### src/rtl/mem_port_arbiter_pkg.sv
// Shared types and constants for the unified memory port arbiter.
// Holds the FSM state encoding and the address/data width.
package mem_port_arbiter_pkg;

   localparam int unsigned XLEN = 32;

   typedef enum logic [1:0] {
      IDLE   = 2'd0,
      WAIT_I = 2'd1,
      WAIT_D = 2'd2
   } arb_state_e;

endpackage

### src/rtl/mem_port_sel.sv
// Selects the memory-port command (addr/wdata/be/we) of the granted stage.
// grant_d=1 selects the data port; the fetch side carries zero we/be/wdata.
module mem_port_sel
   import mem_port_arbiter_pkg::*;
(
   input  logic            grant_d,
   input  logic [XLEN-1:0] if_addr,
   input  logic [XLEN-1:0] d_addr,
   input  logic [XLEN-1:0] d_wdata,
   input  logic [3:0]      d_be,
   input  logic            d_we,
   output logic [XLEN-1:0] sel_addr,
   output logic [XLEN-1:0] sel_wdata,
   output logic [3:0]      sel_be,
   output logic            sel_we
);

   localparam int unsigned W = 2 * XLEN + 5;

   logic [W-1:0] port_i;
   logic [W-1:0] port_d;
   logic [W-1:0] port_y;

   assign port_i = {if_addr, {XLEN{1'b0}}, 4'b0000, 1'b0};
   assign port_d = {d_addr, d_wdata, d_be, d_we};

   for (genvar g = 0; g < W; g++) begin : g_bit
      mux2x1 u_mux (
         .a0  (port_i[g]),
         .a1  (port_d[g]),
         .sel (grant_d),
         .y   (port_y[g])
      );
   end

   assign {sel_addr, sel_wdata, sel_be, sel_we} = port_y;

endmodule

### src/rtl/mux2x1.sv
// Single-bit 2:1 multiplexer cell; sel=1 passes a1.
module mux2x1 (
   input  logic a0,
   input  logic a1,
   input  logic sel,
   output logic y
);

   assign y = sel ? a1 : a0;

endmodule

### src/rtl/mem_port_arbiter.sv
// Arbitrates one single-port unified memory between the fetch and load/store stages.
// state  | meaning
// IDLE   | port free; may issue this cycle (data first unless fetch starved)
// WAIT_I | fetch in flight; completes when cnt reaches LATENCY
// WAIT_D | load/store in flight; completes when cnt reaches LATENCY
module mem_port_arbiter
   import mem_port_arbiter_pkg::*;
#(
   parameter int LATENCY        = 2,
   parameter int MAX_DATA_BURST = 2
) (
   input  logic            clk,
   input  logic            rst,
   input  logic            if_req,
   input  logic [XLEN-1:0] if_addr,
   output logic [XLEN-1:0] if_rdata,
   output logic            if_valid,
   output logic            if_stall,
   input  logic            d_req,
   input  logic            d_we,
   input  logic [3:0]      d_be,
   input  logic [XLEN-1:0] d_addr,
   input  logic [XLEN-1:0] d_wdata,
   output logic [XLEN-1:0] d_rdata,
   output logic            d_valid,
   output logic            d_stall,
   output logic            mem_en,
   output logic            mem_we,
   output logic [3:0]      mem_be,
   output logic [XLEN-1:0] mem_addr,
   output logic [XLEN-1:0] mem_wdata,
   input  logic [XLEN-1:0] mem_rdata
);

   localparam int CW = $clog2(LATENCY + 1);
   localparam int BW = $clog2(MAX_DATA_BURST + 1);
   localparam logic [CW-1:0] CNT_LAST  = CW'(LATENCY);
   localparam logic [BW-1:0] BURST_MAX = BW'(MAX_DATA_BURST);

   arb_state_e      state, state_nxt;
   logic [CW-1:0]   cnt, cnt_nxt;
   logic [BW-1:0]   bcnt, bcnt_nxt;
   logic            grant_d, grant_i;
   logic            done_i, done_d;

   logic [XLEN-1:0] sel_addr;
   logic [XLEN-1:0] sel_wdata;
   logic [3:0]      sel_be;
   logic            sel_we;

   always_ff @(posedge clk or posedge rst) begin
      if (rst) begin
         state <= IDLE;
         cnt   <= '0;
         bcnt  <= '0;
      end else begin
         state <= state_nxt;
         cnt   <= cnt_nxt;
         bcnt  <= bcnt_nxt;
      end
   end

   always_comb begin
      state_nxt = state;
      cnt_nxt   = cnt;
      bcnt_nxt  = bcnt;
      grant_d   = 1'b0;
      grant_i   = 1'b0;
      done_i    = 1'b0;
      done_d    = 1'b0;
      case (state)
         IDLE: begin
            // Data has priority until MAX_DATA_BURST grants have passed a waiting fetch.
            grant_d = d_req & (~if_req | (bcnt < BURST_MAX));
            grant_i = ~grant_d & if_req;
            if (grant_d) begin
               state_nxt = WAIT_D;
               cnt_nxt   = CW'(1);
               if (!if_req)
                  bcnt_nxt = '0;
               else if (bcnt != BURST_MAX)
                  bcnt_nxt = bcnt + 1'b1;
            end else if (grant_i) begin
               state_nxt = WAIT_I;
               cnt_nxt   = CW'(1);
               bcnt_nxt  = '0;
            end
         end
         WAIT_I, WAIT_D: begin
            if (cnt == CNT_LAST) begin
               done_i    = (state == WAIT_I);
               done_d    = (state == WAIT_D);
               state_nxt = IDLE;
               cnt_nxt   = '0;
            end else begin
               cnt_nxt = cnt + 1'b1;
            end
         end
         default: begin
            state_nxt = IDLE;
            cnt_nxt   = '0;
         end
      endcase
   end

   // Loads never present byte enables to the memory.
   mem_port_sel u_sel (
      .grant_d   (grant_d),
      .if_addr   (if_addr),
      .d_addr    (d_addr),
      .d_wdata   (d_wdata),
      .d_be      (d_be & {4{d_we}}),
      .d_we      (d_we),
      .sel_addr  (sel_addr),
      .sel_wdata (sel_wdata),
      .sel_be    (sel_be),
      .sel_we    (sel_we)
   );

   assign mem_en    = ~rst & (grant_d | grant_i);
   assign mem_we    = mem_en & sel_we;
   assign mem_be    = {4{mem_en}} & sel_be;
   assign mem_addr  = {XLEN{mem_en}} & sel_addr;
   assign mem_wdata = {XLEN{mem_en}} & sel_wdata;

   assign if_valid  = ~rst & done_i;
   assign d_valid   = ~rst & done_d;
   assign if_rdata  = {XLEN{if_valid}} & mem_rdata;
   assign d_rdata   = {XLEN{d_valid}} & mem_rdata;
   assign if_stall  = ~rst & if_req & ~if_valid;
   assign d_stall   = ~rst & d_req & ~d_valid;

endmodule

### config.mk
export PLATFORM = sky130hd
export DESIGN_NAME = mem_port_arbiter
export DESIGN_NICKNAME = d
export VERILOG_FILES = /design/src/rtl/mem_port_arbiter_pkg.sv /design/src/rtl/mem_port_sel.sv /design/src/rtl/mux2x1.sv /design/src/rtl/mem_port_arbiter.sv
export SDC_FILE = /design/constraint.sdc
export NUM_CORES = 1
export LEC_CHECK = 0
export CORE_AREA = 2 2 107 109
export DETAILED_ROUTE_END_ITERATION = 12
export DIE_AREA = 0 0 109 111
export GPL_ROUTABILITY_DRIVEN = 0
export PLACE_DENSITY = 0.71
export SLEW_MARGIN = 20
export SYNTH_ARGS = -nofsm -noshare
export SYNTH_HDL_FRONTEND = slang
export SYNTH_HIERARCHICAL = 1
export SYNTH_SLANG_ARGS = --single-unit
### constraint.sdc
create_clock -name clk -period 5.1 [get_ports clk]
set_clock_uncertainty 0.15 [all_clocks]
set_input_delay 0.51 -clock clk [delete_from_list [all_inputs] [get_ports clk]]
set_output_delay 0.51 -clock clk [all_outputs]
set_load 0.02 [all_outputs]
# Word level (Yosys, flattened, before mapping)
# Index checks and enable logic that the tools add are counted.
[word_totals]
reg_bits = 6
latchBits = 0
ram_bits = 0
romBits = 0
output_inout_bits = 138
memories = 0
[op_classes]
n_addsub = 2
mul = 0
div_mod_pow = 0
n_lt_le_gt_ge = 1
n_eq_ne = 7
n_shift = 0
muxes = 86
n_bitwise = 23
reduce_logical = 5
[ops]
columns = ["cell", "n"]
rows = [
  ["$and 32x32->32", 4],
  ["$mux 1", 75],
  ["$mux 2", 9],
  ["$and 1x1->1", 10],
  ["$and 4x4->4", 2],
  ["$pmux 2 s2", 2],
  ["$not 1->1", 5],
  ["$add 2x1->2 const B", 2],
  ["$eq 2x2->1 const B", 2],
  ["$ne 2x2->1 const B", 2],
  ["$ne 3x2->1 const B", 1],
  ["$ne 3x3->1 const B", 1],
  ["$reduce_and 3->1", 1],
  ["$eq 2x1->1 const B", 1],
  ["$logic_not 2->1", 1],
  ["$lt 2x2->1 const B", 1],
  ["$or 1x1->1", 2],
  ["$reduce_and 2->1", 1],
  ["$reduce_bool 2->1", 1],
  ["$reduce_or 2->1", 1],
]

# Logic depth before layout (Yosys ltp)
[depth]
depth_word = 9
ltp_mapped = 6
depth_no_buf = 6

# By module
# Netlist, hierarchy kept.
[by_module_without_submodules]
columns = ["mod", "n_inst", "cells_per_inst", "area_per_inst_um2"]
rows = [
  ["mem_port_arbiter", 1, 206, 1417.6],
  ["mux2x1", 69, 1, 15.0],
  ["mem_port_sel", 1, 1, 3.8],
]

# Worst setup path before layout
# OpenSTA, ideal clock, no wires.
[synth_path]
kind = "register to output"
start = "reg state[0]"
end = "out mem_addr[0]"
arrival_time_ns = 3.588
t_required_ns = 4.440
path_slack_ns = 0.852
stages_incl_launch_ff = 7
path_cell_list = "dfrtp_1 inv_1 ha_1 nand3_1 inv_1 mux2_4 and2_1"
[synth_rtl]
columns = ["item", "line", "source"]
rows = [
  ["start, declared", "mem_port_arbiter.sv:40", "arb_state_e state, state_nxt;"],
  ["start signal, assigned", "mem_port_arbiter.sv:57", "state <= state_nxt;"],
  ["$logic_not 2->1", "mem_port_arbiter.sv:71", "case (state)"],
  ["$mux 1", "mem_port_arbiter.sv:71", ""],
  ["via grant_d", "mem_port_arbiter.sv:43", "logic grant_d, grant_i;"],
  ["$mux 1", "mux2x1.sv:9", "assign y = sel ? a1 : a0;"],
  ["via sel_addr[0]", "mem_port_arbiter.sv:46", "logic [XLEN-1:0] sel_addr;"],
  ["$and 32x32->32", "mem_port_arbiter.sv:123", "assign mem_addr = {XLEN{mem_en}} & sel_addr;"],
  ["end, declared", "mem_port_arbiter.sv:30", "output logic [XLEN-1:0] mem_addr,"],
]
# The timed path passes the listed nets, and every way through them passes these cells.

# Worst setup path in the final report
[layout_path]
start = "in if_req"
end = "out mem_addr[6]"
[layout_rtl]
columns = ["item", "line", "source"]
rows = [
  ["start, declared", "mem_port_arbiter.sv:14", "input logic if_req,"],
  ["$not 1->1", "mem_port_arbiter.sv:74", "grant_d = d_req & (~if_req | (bcnt < BURST_MAX));"],
  ["$or 1x1->1", "mem_port_arbiter.sv:74", ""],
  ["$and 1x1->1", "mem_port_arbiter.sv:74", ""],
  ["$mux 1", "mem_port_arbiter.sv:71", ""],
  ["via grant_d", "mem_port_arbiter.sv:43", ""],
  ["$mux 1", "mux2x1.sv:9", ""],
  ["via sel_addr[6]", "mem_port_arbiter.sv:46", ""],
  ["$and 32x32->32", "mem_port_arbiter.sv:123", ""],
]
# The timed path passes the listed nets, and every way through them passes these cells.

==> results.txt <==
The flow ran to the end, and the final reports show no timing, DRC or antenna violations. The number of vias after detailed routing came out at 3114. In this design, the critical path's most frequently occurring cell is clkdlybuf4s50_1.

The overall die width came out at 109 um. The pre-antenna-repair detailed-routing pass consisted of 6 iterations. The average wire per cell in the routed design is 15.8 um. The tree is rooted in a clkbuf_16. The die is 111 um tall. The clock network is responsible for 9.4% of the overall power.

The accumulated negative setup slack is 0 ps. Data on the critical path is required at its endpoint by 4440 ps. The kind of cell with the highest combined delay along the critical path is buffers and inverters. The standard cell with the maximum stage delay on the critical path is inv_4.

The sequential share of the synthesized area came out at 6.11%. Traced cell by cell, the critical path runs through clkdlybuf4s50_1 > nand2_1 > nand3_1 > inv_4 > buf_12 > mux2_4 > and2_1 > clkdlybuf4s50_1. The maximum vdd drop is 117 uV. The number of global-route vias before repair came out at 3044. The shortest clock period the worst path allows after layout came out at 3920 ps. The full die area came out at 0.0121 sq mm. The count of final setup violators is 0. The tightest min-delay check is of the reg -> reg type. The area growth from synthesis to layout is 125%. The net count of the finished layout is 716.

The standard cell area after detailed placement is 0.00544 sq mm. The share of layout cells above drive strength 1 came out at 13.6%. The total wirelength of the detailed-routed design is 11.3 mm. The worst slew margin relative to its limit is 38.6%. The post-detailed-placement half-perimeter wirelength is 9.39 mm. The latest clock arrival within the worst-skew pair is 230 ps. The biggest cell delay along the critical path is 560 ps.

The gate count of the mapped netlist came out at 276. After detailed routing, the number of vias per cell comes to 4.36. The synthesis-stage register bit count came out at 6.

Clock-pin slew was measured on the worst setup and hold paths at 30 ps. The worst register-to-register path has a depth of 5. The maximum net fanout on the critical path came out at 38. The design area came out at 0.00552 sq mm. CTS built an H-tree with a depth of 1. The number of antenna violations at the first check in global routing is 0. The data arrival time at the worst-slack endpoint came out at 3260 ps.

Setup repair after global routing left no endpoint under its margin. For the pin with the worst max-slew slack, the measured transition is 919 ps. The mean instance size in the synthesized netlist is 8.90 sq um. The overall fraction of global-route tracks in use came out at 17.2%. The top achievable clock speed came out at 255 MHz. TritonCTS built the clock tree. The total overflow reported by the global router came out at 0. The post-CTS repair timing setup buffer count came out at 0. During placement, the flow inserted port buffers numbering 274. The worst setup path is captured at an output pin. The maximum number of pins on one net before global-route repair came out at 67. The starting density of the core is 22.2%.

The combined area of all synthesized cells is 0.00246 sq mm. The tree built by TritonCTS fans out to 6 sinks. The max-slew violation total from the final report came to 0. The maximum clock path buffer count is 2. The total leakage power came out at 2.50 nW. The hold-critical path depth is 1. The worst setup path category is in -> out. Counting both buffers and inverters, the worst setup path holds a total of 4.

For this design the total switching power over the nets is 0.000568 W. The synthesized netlist contains 27 unique library cells. The number of remaining DRC errors came out at 0.

The number of cells in the finished layout apart from fillers came out at 715. The placeable core area came out at 0.0111 sq mm. The antenna diode count is 0. The first-iteration detailed-routing DRC count came out at 217. The final count of hold timing violations is 0.

Gates resized during post-CTS repair numbered 0. The cell count after placement came out at 712. The utilization after layout is 49.8%. The sequential power share came out at 6.7%. The count of antenna-violating nets left after detailed routing came out at 0. The number of hold buffers added after cts is 0. The share of total power dissipated in combinational logic is 84.0%. The first-pass GRT wire length came out at 16.3 mm.

The count of max-cap constraint violations came out at 0. The ratio of final minimum period to clock period is 76.8%. The number of synthesis warnings came out at 6. STA classifies the critical path startpoint as a primary input. The number of top-level pins is 275. Across all hold checks on the routed design, the worst slack comes to 400 ps. The placement row count came out at 39. The internal power component came out at 0.000791 W. The clock buffer count from CTS came out at 3.

The switching share of power came out at 41.8%. The areal power density over the cells came out at 246 mW/mm^2. The count of cell instances traversed by the critical path came out at 8.
## logic make-up (layout without fill, tap and decap cells)
logic type                 count (synthesis)  after routing  share of synthesized area [%]
buffers and inverters                     25            285                           5.40
muxes                                     69             69                           42.2
and+or+nand+nor                          160            160                           41.1
other                                      1             37                          0.153
DFF                                        6              6                           6.11
adders and majority gates                  5              5                           2.55
AOI/OAI and AO/OA                         10             10                           2.49
## stage by stage
step | setup WS (ps) | total power [W]
4_1_cts | 1160 | 0.00137
5_1_grt | 1050 | 0.00144
3_3_place_gp | 1250 | 0.00121
2_1_floorplan | 852 | 0.000867
3_5_place_dp | 1170 | 0.00124
6_report | 1180 | 0.00136
## Yosys cell counts (all sizes together)
master    n  area share, %
and3     64             16
buf       6            2.5
nand3     1           0.20
nand2     6           0.92
ha        5            2.5
a21oi     3           0.61
nor2b     2           0.51
clkbuf   14            2.1
dfrtp     6            6.1
o32ai     1           0.36
nor3b     5            1.5
nand4bb   1           0.46
nor4bb    1            1.0
inv       5           0.76
o31ai     1           0.31
conb      1           0.15
nor3      1           0.20
o21ai     3           0.61
nor2      2           0.41
o22ai     1           0.25
nand2b    1           0.25
a22o      1           0.36
and2     76             19
mux2     69             42
## final timing paths
check	from	end	slack (ps)
max in group asynchronous	rst	bcnt[0]	3990
worst min register to register	cnt[1]	cnt[1]	400
min in group asynchronous	rst	cnt[0]	620
worst min-delay path	cnt[1]	cnt[1]	400
worst max-delay path	if_req	mem_addr[6]	1180
worst max register to register	state[0]	cnt[1]	3270
## power by group through the flow
stage / Combinational [W] / Clock (W) / Sequential, W
2_1_floorplan: 0.000781 / 0 / 0.0000860
5_1_grt: 0.00122 / 0.000132 / 0.0000934
3_3_place_gp: 0.00112 / 0 / 0.0000883
3_5_place_dp: 0.00115 / 0 / 0.0000906
4_1_cts: 0.00115 / 0.000130 / 0.0000901
6_report: 0.00114 / 0.000127 / 0.0000905
## state kept, by name, summed over array words and instances (netlist names)
name   cells
state      2
bcnt       2
cnt        2
## layer usage
metal,up-vias,part of all wire [%],track usage (%)
met5,-,0,0
met4,0,1.7,3.59
met3,14,11,4.53
met2,179,50,33.4
met1,1396,37,18.0
li1,1525,-,-
## layout by cell type, fill, tap and decap left out
cell and n:
nor4bb_4 1, nand3_1 1, o21ai_1 1, conb_1 37, mux2_4 69, o31ai_1 1, a22o_1 1, and2_1 76
nor3b_1 5, clkdlybuf4s50_1 274, a21oi_1 3, ha_1 5, clkbuf_16 3, nor2b_1 2, nor2_1 1, buf_4 2
nand2_1 6, inv_4 1, o21ai_0 2, nand4bb_1 1, nand2b_1 1, inv_1 4, nor2_4 1, nor3_1 1
and3_1 64, dfrtp_1 6, o22ai_1 1, buf_12 1, o32ai_1 1
## cell type report
cell class                 count  area (sq um)
clock buffer                   3          75.1
fill                        1060          5560
inverter                       5          21.3
multi-input combinational    281          2310
sequential                     6           150
tap                          143           179
timing repair buffer         277          2780
(Power assumes the default switching activity.)
